### src/rtl/jtbubl_rom_arb.sv
// ---------------------------------------------------------------------------
// jtbubl_rom_arb
//
// Four-slot ROM read arbiter sitting in front of a single SDRAM read port.
// Each slot owns a one-entry cache (tag, valid, 32-bit data). A slot whose
// current address is not cached raises a miss; misses are granted round-robin
// and fetched one at a time through a simple req/ack/data handshake.
//
// Ports
//   clk, rst              : single clock, synchronous active-high reset
//   slotN_cs, slotN_addr  : slot N wants the word at slotN_addr (N = 0..3)
//   slotN_ok, slotN_dout  : cached word is valid for the current address
//   downloading           : ROM load in progress, arbiter idles, caches cleared
//   loop_rst              : clears every slot cache and aborts a fetch
//   sdram_req, sdram_addr : read request towards the SDRAM controller
//   sdram_ack             : controller accepted the request
//   data_rdy, data_read   : requested word is available
//   refresh_en            : controller may run a refresh cycle
// ---------------------------------------------------------------------------
module jtbubl_rom_arb #(
    parameter int AW = 22
) (
    input  logic          clk,
    input  logic          rst,

    input  logic          slot0_cs,
    input  logic          slot1_cs,
    input  logic          slot2_cs,
    input  logic          slot3_cs,
    input  logic [AW-1:0] slot0_addr,
    input  logic [AW-1:0] slot1_addr,
    input  logic [AW-1:0] slot2_addr,
    input  logic [AW-1:0] slot3_addr,
    output logic          slot0_ok,
    output logic          slot1_ok,
    output logic          slot2_ok,
    output logic          slot3_ok,
    output logic [31:0]   slot0_dout,
    output logic [31:0]   slot1_dout,
    output logic [31:0]   slot2_dout,
    output logic [31:0]   slot3_dout,

    input  logic          downloading,
    input  logic          loop_rst,

    output logic          sdram_req,
    output logic [AW-1:0] sdram_addr,
    input  logic          sdram_ack,
    input  logic          data_rdy,
    input  logic [31:0]   data_read,
    output logic          refresh_en
);

    typedef enum logic [1:0] {
        IDLE,
        WAIT_ACK,
        WAIT_DATA
    } state_t;

    state_t        state;
    logic [3:0]    cs;
    logic [3:0]    valid;
    logic [3:0]    ok;
    logic [3:0]    miss;
    logic          any_miss;
    logic          fill;
    logic [1:0]    rr;
    logic [1:0]    grant;
    logic [1:0]    sel;
    logic [AW-1:0] addr [4];
    logic [AW-1:0] tag  [4];
    logic [31:0]   data [4];

    assign cs      = {slot3_cs, slot2_cs, slot1_cs, slot0_cs};
    assign addr[0] = slot0_addr;
    assign addr[1] = slot1_addr;
    assign addr[2] = slot2_addr;
    assign addr[3] = slot3_addr;

    always_comb begin
        ok = '0;
        for (int i = 0; i < 4; i++) begin
            ok[i] = cs[i] & valid[i] & (tag[i] == addr[i]);
        end
    end

    assign miss     = cs & ~ok;
    assign any_miss = |miss;

    assign slot0_ok   = ok[0];
    assign slot1_ok   = ok[1];
    assign slot2_ok   = ok[2];
    assign slot3_ok   = ok[3];
    assign slot0_dout = data[0];
    assign slot1_dout = data[1];
    assign slot2_dout = data[2];
    assign slot3_dout = data[3];

    // Scan from the farthest offset back towards rr so that the missing slot
    // closest to rr (wrapping 3->0) is the one left in sel.
    always_comb begin
        sel = rr;
        for (int i = 3; i >= 0; i--) begin
            if (miss[rr + 2'(i)]) begin
                sel = rr + 2'(i);
            end
        end
    end

    // Data may arrive in the same cycle as the ack; both cases fill the cache.
    assign fill = data_rdy & ((state == WAIT_DATA) | ((state == WAIT_ACK) & sdram_ack));

    assign refresh_en = downloading | ((state == IDLE) & ~any_miss);

    // sdram_addr is left untouched until the next grant, so it doubles as the
    // latched tag of the fetch in flight even if the slot address moves on.
    always_ff @(posedge clk) begin
        if (rst) begin
            state      <= IDLE;
            sdram_req  <= 1'b0;
            sdram_addr <= '0;
            rr         <= 2'd0;
            grant      <= 2'd0;
            valid      <= '0;
            for (int i = 0; i < 4; i++) begin
                tag[i]  <= '0;
                data[i] <= '0;
            end
        end else if (downloading || loop_rst) begin
            valid     <= '0;
            sdram_req <= 1'b0;
            state     <= IDLE;
        end else begin
            case (state)
                IDLE: begin
                    if (any_miss) begin
                        grant      <= sel;
                        sdram_addr <= addr[sel];
                        sdram_req  <= 1'b1;
                        state      <= WAIT_ACK;
                    end
                end
                WAIT_ACK: begin
                    if (sdram_ack) begin
                        sdram_req <= 1'b0;
                        state     <= WAIT_DATA;
                    end
                end
                WAIT_DATA: begin
                end
                default: begin
                    state <= IDLE;
                end
            endcase

            if (fill) begin
                data[grant]  <= data_read;
                tag[grant]   <= sdram_addr;
                valid[grant] <= 1'b1;
                rr           <= grant + 2'd1;
                state        <= IDLE;
            end
        end
    end

endmodule

### config.mk
export PLATFORM = sky130hd
export DESIGN_NAME = jtbubl_rom_arb
export DESIGN_NICKNAME = d
export VERILOG_FILES = /design/src/rtl/jtbubl_rom_arb.sv
export SDC_FILE = /design/constraint.sdc
export NUM_CORES = 1
export LEC_CHECK = 0
export ABC_AREA = 1
export CAP_MARGIN = 5
export CORE_MARGIN = 2
export CORE_UTILIZATION = 40
export CTS_BUF_LIST = sky130_fd_sc_hd__clkbuf_4
export CTS_CLUSTER_SIZE = 16
export DETAILED_ROUTE_END_ITERATION = 10
export GPL_TIMING_DRIVEN = 1
export PLACE_DENSITY = 0.67
export SLEW_MARGIN = 20
export SYNTH_ARGS = -nofsm -noshare
export SYNTH_HDL_FRONTEND = slang
export SYNTH_SLANG_ARGS = --single-unit
### constraint.sdc
create_clock -name clk -period 5.03 [get_ports clk]
set_input_delay 0.503 -clock clk [delete_from_list [all_inputs] [get_ports clk]]
set_output_delay 0.503 -clock clk [all_outputs]
set_load 0.02 [all_outputs]
; ---- Word level (Yosys, flattened, before mapping)
; Memories as Yosys holds them, arrays and structs flattened.
; Cells that the tools add are included.
; Widths: inputs -> output; s select.
[word_totals]
regBits = 33
ram_bits = 216
in_bits = 130
out_inout_bits = 156
wordCells = 95
n_memories = 2
[mem_list]
columns = memory, depth, word_bits, rd, rd_clocked_by_memory_dff, wr, line_no
row1 = data, 4, 32, 4, 0, 4, 72  ; logic [31:0] data [4];
row2 = tag, 4, 22, 4, 0, 4, 71  ; logic [AW-1:0] tag [4];
[op_classes]
n_addsub = 4
n_lt_le_gt_ge = 7
eq_ne = 8
mux = 35
bitwise_logic = 20
reduce_logical = 13
[ops]
columns = op, count
row1 = $eq 22x22->1, 4
row2 = $mux 22, 3
row3 = $bmux 22 s2, 1
row4 = $mux 32, 1
row5 = $reduce_or 32->1, 1
row6 = $reduce_or 22->1, 1
row7 = $mux 2, 8
row8 = $lt 2x3->1 const B, 5
row9 = $mux 1, 15
row10 = $and 1x1->1, 11
row11 = $reduce_and 3->1, 3
row12 = $bmux 1 s2, 4
row13 = $pmux 2 s3, 1
row14 = $add 2x1->2 const B, 2
row15 = $add 2x2->2 const B, 2
row16 = $and 4x4->4, 1
row17 = $ne 2x2->1 const B, 2
row18 = $not 4->4, 1
row19 = $or 4x4->4, 1
row20 = $reduce_or 4->1, 1
row21 = $ge 3x3->1 const B, 1
row22 = $not 1->1, 3
row23 = $not 2->3, 1
row24 = $reduce_or 3->1, 1
row25 = 12 further kinds, 13

; ---- Depth between registers and ports, before layout
[logic_depth]
ltp_word = 14
ltp_mapped = 22
mapped_depth_nobuf = 21

; ---- Worst setup path before layout
; No wires, ideal clock.
[synth_path]
path_kind = input to register
startpoint = input port rst
endpoint = memory data[3][0] (enable)
setup_time_ps = 466
arrival_ps = 3663
t_required_ps = 4564
path_slack_ps = 901
cell_stages = 8
path_buffers = 2
path_cell_list = clkbuf_1 -> nor2_2 -> inv_1 -> nor2_1 -> inv_1 -> clkbuf_1 -> nor2_1 -> nor2_1
[synth_rtl]
columns = item, line_no
row1 = "start, declared", 24  ; input logic rst,
row2 = "end, declared", 72

==> qor.csv <==
stage;metric;value;unit
critical_path;cp.required;5.62;ns
synthesis;synth_warnings;0;
synthesis;seq_area_frac_synth;0.602;
floorplan;coreArea;29400;um^2
drt;drt_iter0_drc;889;
synthesis;synth_largest_area_cell;edfxtp_1;
placement;portBuffers;285;
drt;viasPerCell;4.88;
critical_path;critPathKind;register to register;
layout;finalNetCount;1834;
cts;cts_root_buf;clkbuf_4;
sta;setup_viol_count_final;0;
floorplan;initial_core_util;0.404;
synthesis;synthCells;1381;
synthesis;ys_ff_latch;249;
drt;firstDrtPassIters;8;
global_routing;grt_pass1_vias;10300;
cts;post-cts-setup-buffers;0;
critical_path;arrival;4.16;ns
synthesis;avgSynthCellArea;8.60;um^2
power;ir_drop;215;uV
layout;utilization;0.546;
synthesis;synth_area_leaders;edfxtp_1, nand2_1, nor2_1;
drt;vias;10400;
cts;clk_pin_slew;0.07;ns
sta;report.final.slew_viol_count;0;
layout;area_growth;35.4;%
drt;drc;0;
synthesis;synth.top_cell.area_share;0.546;
layout;fin_cells;2141;
sta;fmaxAchievable;0.280;GHz
sta;post-route-period-util;0.709;
synthesis;synthesis.area;11900;um^2
cts;cts_buffer_depth;3;
critical_path;setup.worst_path.end_class;register;
power;p_leak;0.00714;uW
synthesis;post_synth_num_cell_types;33;
synthesis;synth_ff_type;edfxtp_1;
placement;place_congestion;0.920;
floorplan;die_y;176;um
placement;dp_cells;2022;
synthesis;synth_edf_count;216;
global_routing;overflow;0;
synthesis;ys_top_cells_by_count;nand2_1, nor2_1, inv_1;
global_routing;grt_max_degree;55;
hold_path;hp-class;register to register;
synthesis;async_flop_share;0;
drt;antenna_left;0;
drt;wl_per_cell;18.1;um
placement;dp_hpwl;27500;um
global_routing;grtUsageTotal;0.247;
cts;holdBufCountCts;0;
layout;drive_above_1_share;0.0921;
sta;finClkSkew;0.0423;ns
synthesis;synthMostInstantiatedCell;nand2_1;
floorplan;rows;63;
synthesis;syn-num-nets;1515;
critical_path;path_max_fanout;45;
floorplan;die-area;31100;um^2
sta;period_minus_slack;3.57;ns
sta;timing.slew.headroom;0.375;
power;p_per_area;306;nW/um^2
sta;hold_ws;0.487;ns
sta;tns;0;ns
cts;cts_sinks;249;
run_status;status;finished clean;
sta;hold_viol_final;0;
cts;cts_inserted_buffers;66;
layout;n_fill_cell;2657;
cts;h-tree-depth;3;
global_routing;grt_pass1_wl;57400;um
critical_path;start_kind;register;
floorplan;boundaryPins;286;
cts;cts_tree;yes;
cts;cts_resized;0;
cts;worstSkewPairLatency;0.66;ns
run;drv_cap;0;
drt;wirelength;38700;um
floorplan;fp.dieW;176;um
sta;tightest_slew;0.937;ns
global_routing;antenna_found_initial;4;
sta;rsz0062_at_grt;false;
-- through the flow --
stage	cell area [um^2]	setup slack, ns	power (uW)
floorplan	11900	0.901	2710
global placement	15200	0.928	3040
detailed placement	15200	0.913	3050
CTS	16100	1.53	4960
global route	16100	1.25	5120
finish	16100	1.46	4920
-- cell type report --
cell class / instances / area, um^2 / share of cell area
Sequential cell: 249 / 7150 / 0.445
Multi-Input combinational cell: 832 / 3580 / 0.223
Timing Repair Buffer: 296 / 2990 / 0.186
Inverter: 255 / 957 / 0.0596
Clock buffer: 101 / 758 / 0.0472
Tap cell: 390 / 488 / 0.0304
Clock inverter: 16 / 151 / 0.00942
Antenna cell: 2 / 5.00 / 0.000311
-- placed cells by master (no fill, tap or decap), types with 11 or more instances in the layout --
| master | instances |
|---|---|
| edfxtp_1 | 216 |
| clkdlybuf4s50_1 | 285 |
| nor2_1 | 281 |
| dfxtp_1 | 33 |
| nand2_1 | 325 |
| clkbuf_4 | 101 |
| inv_2 | 28 |
| clkinv_1 | 11 |
| o21ai_0 | 11 |
| a21oi_1 | 28 |
| nand3_1 | 130 |
| inv_1 | 226 |
-- power breakdown --
group | internal, uW | switching (uW) | total (uW) | leakage (uW)
logic | 267 | 393 | 660 | 0.00411
clock network | 1070 | 836 | 1910 | 0.000527
registers | 2320 | 38.4 | 2350 | 0.00250
total | 3650 | 1270 | 4920 | 0.00714
-- routing by layer --
metal	track usage	vias to the layer above	share of wire
li1	-	4998	-
met1	0.291	4776	0.38
met2	0.400	574	0.46
met3	0.0965	95	0.12
met4	0.113	4	0.041
met5	0	-	0.00088
-- worst max-delay path: stages, from the launching register on --
cell and delay, ns:
edfxtp_1 0.39, xnor2_1 0.37, nand3_1 0.12, nor2_1 0.23, nand3_2 0.21, nand3_1 0.11
nand2_1 0.10, nand2_1 0.08, nand2_1 0.08, o21ai_4 0.17, nand2_2 0.08, nand2_4 0.43
nand2_4 0.47, nand2_1 0.27, nand3_1 0.14, nand3_1 0.12, nand2_1 0.05, inv_1 0.05
-- cell families (layout without fill, tap and decap cells) --
group,after synthesis,count (layout),share of synthesized area
simple gates,763,763,0.261
buf+inv,300,668,0.0986
flops,249,249,0.602
compound gates,55,55,0.0265
xor+xnor,10,10,0.00738
fa+ha+maj,4,4,0.00422
other cells,0,2,0
-- path summary, 6_finish.rpt --
check,start,to,slack (ns),depth (start not counted)
hold reg to reg,valid[2]$_SDFFE_PP0P_,valid[2]$_SDFFE_PP0P_,0.49,1
setup reg to reg,tag[2][5]$_SDFFCE_PN0P_,sdram_addr[2]$_SDFFE_PP0P_,1.46,17
setup / recovery,tag[2][5]$_SDFFCE_PN0P_,sdram_addr[2]$_SDFFE_PP0P_,1.46,17
hold / removal,valid[2]$_SDFFE_PP0P_,valid[2]$_SDFFE_PP0P_,0.49,1
-- sequential cells by signal (all words and copies together) (netlist names) --
| name | count |
|---|---|
| state | 2 |
| sdram_addr | 22 |
| tag | 88 |
| rr | 2 |
| valid | 4 |
| grant | 2 |
| sdram_req | 1 |
| data | 128 |
No activity file was read; power rests on OpenSTA's default activity.
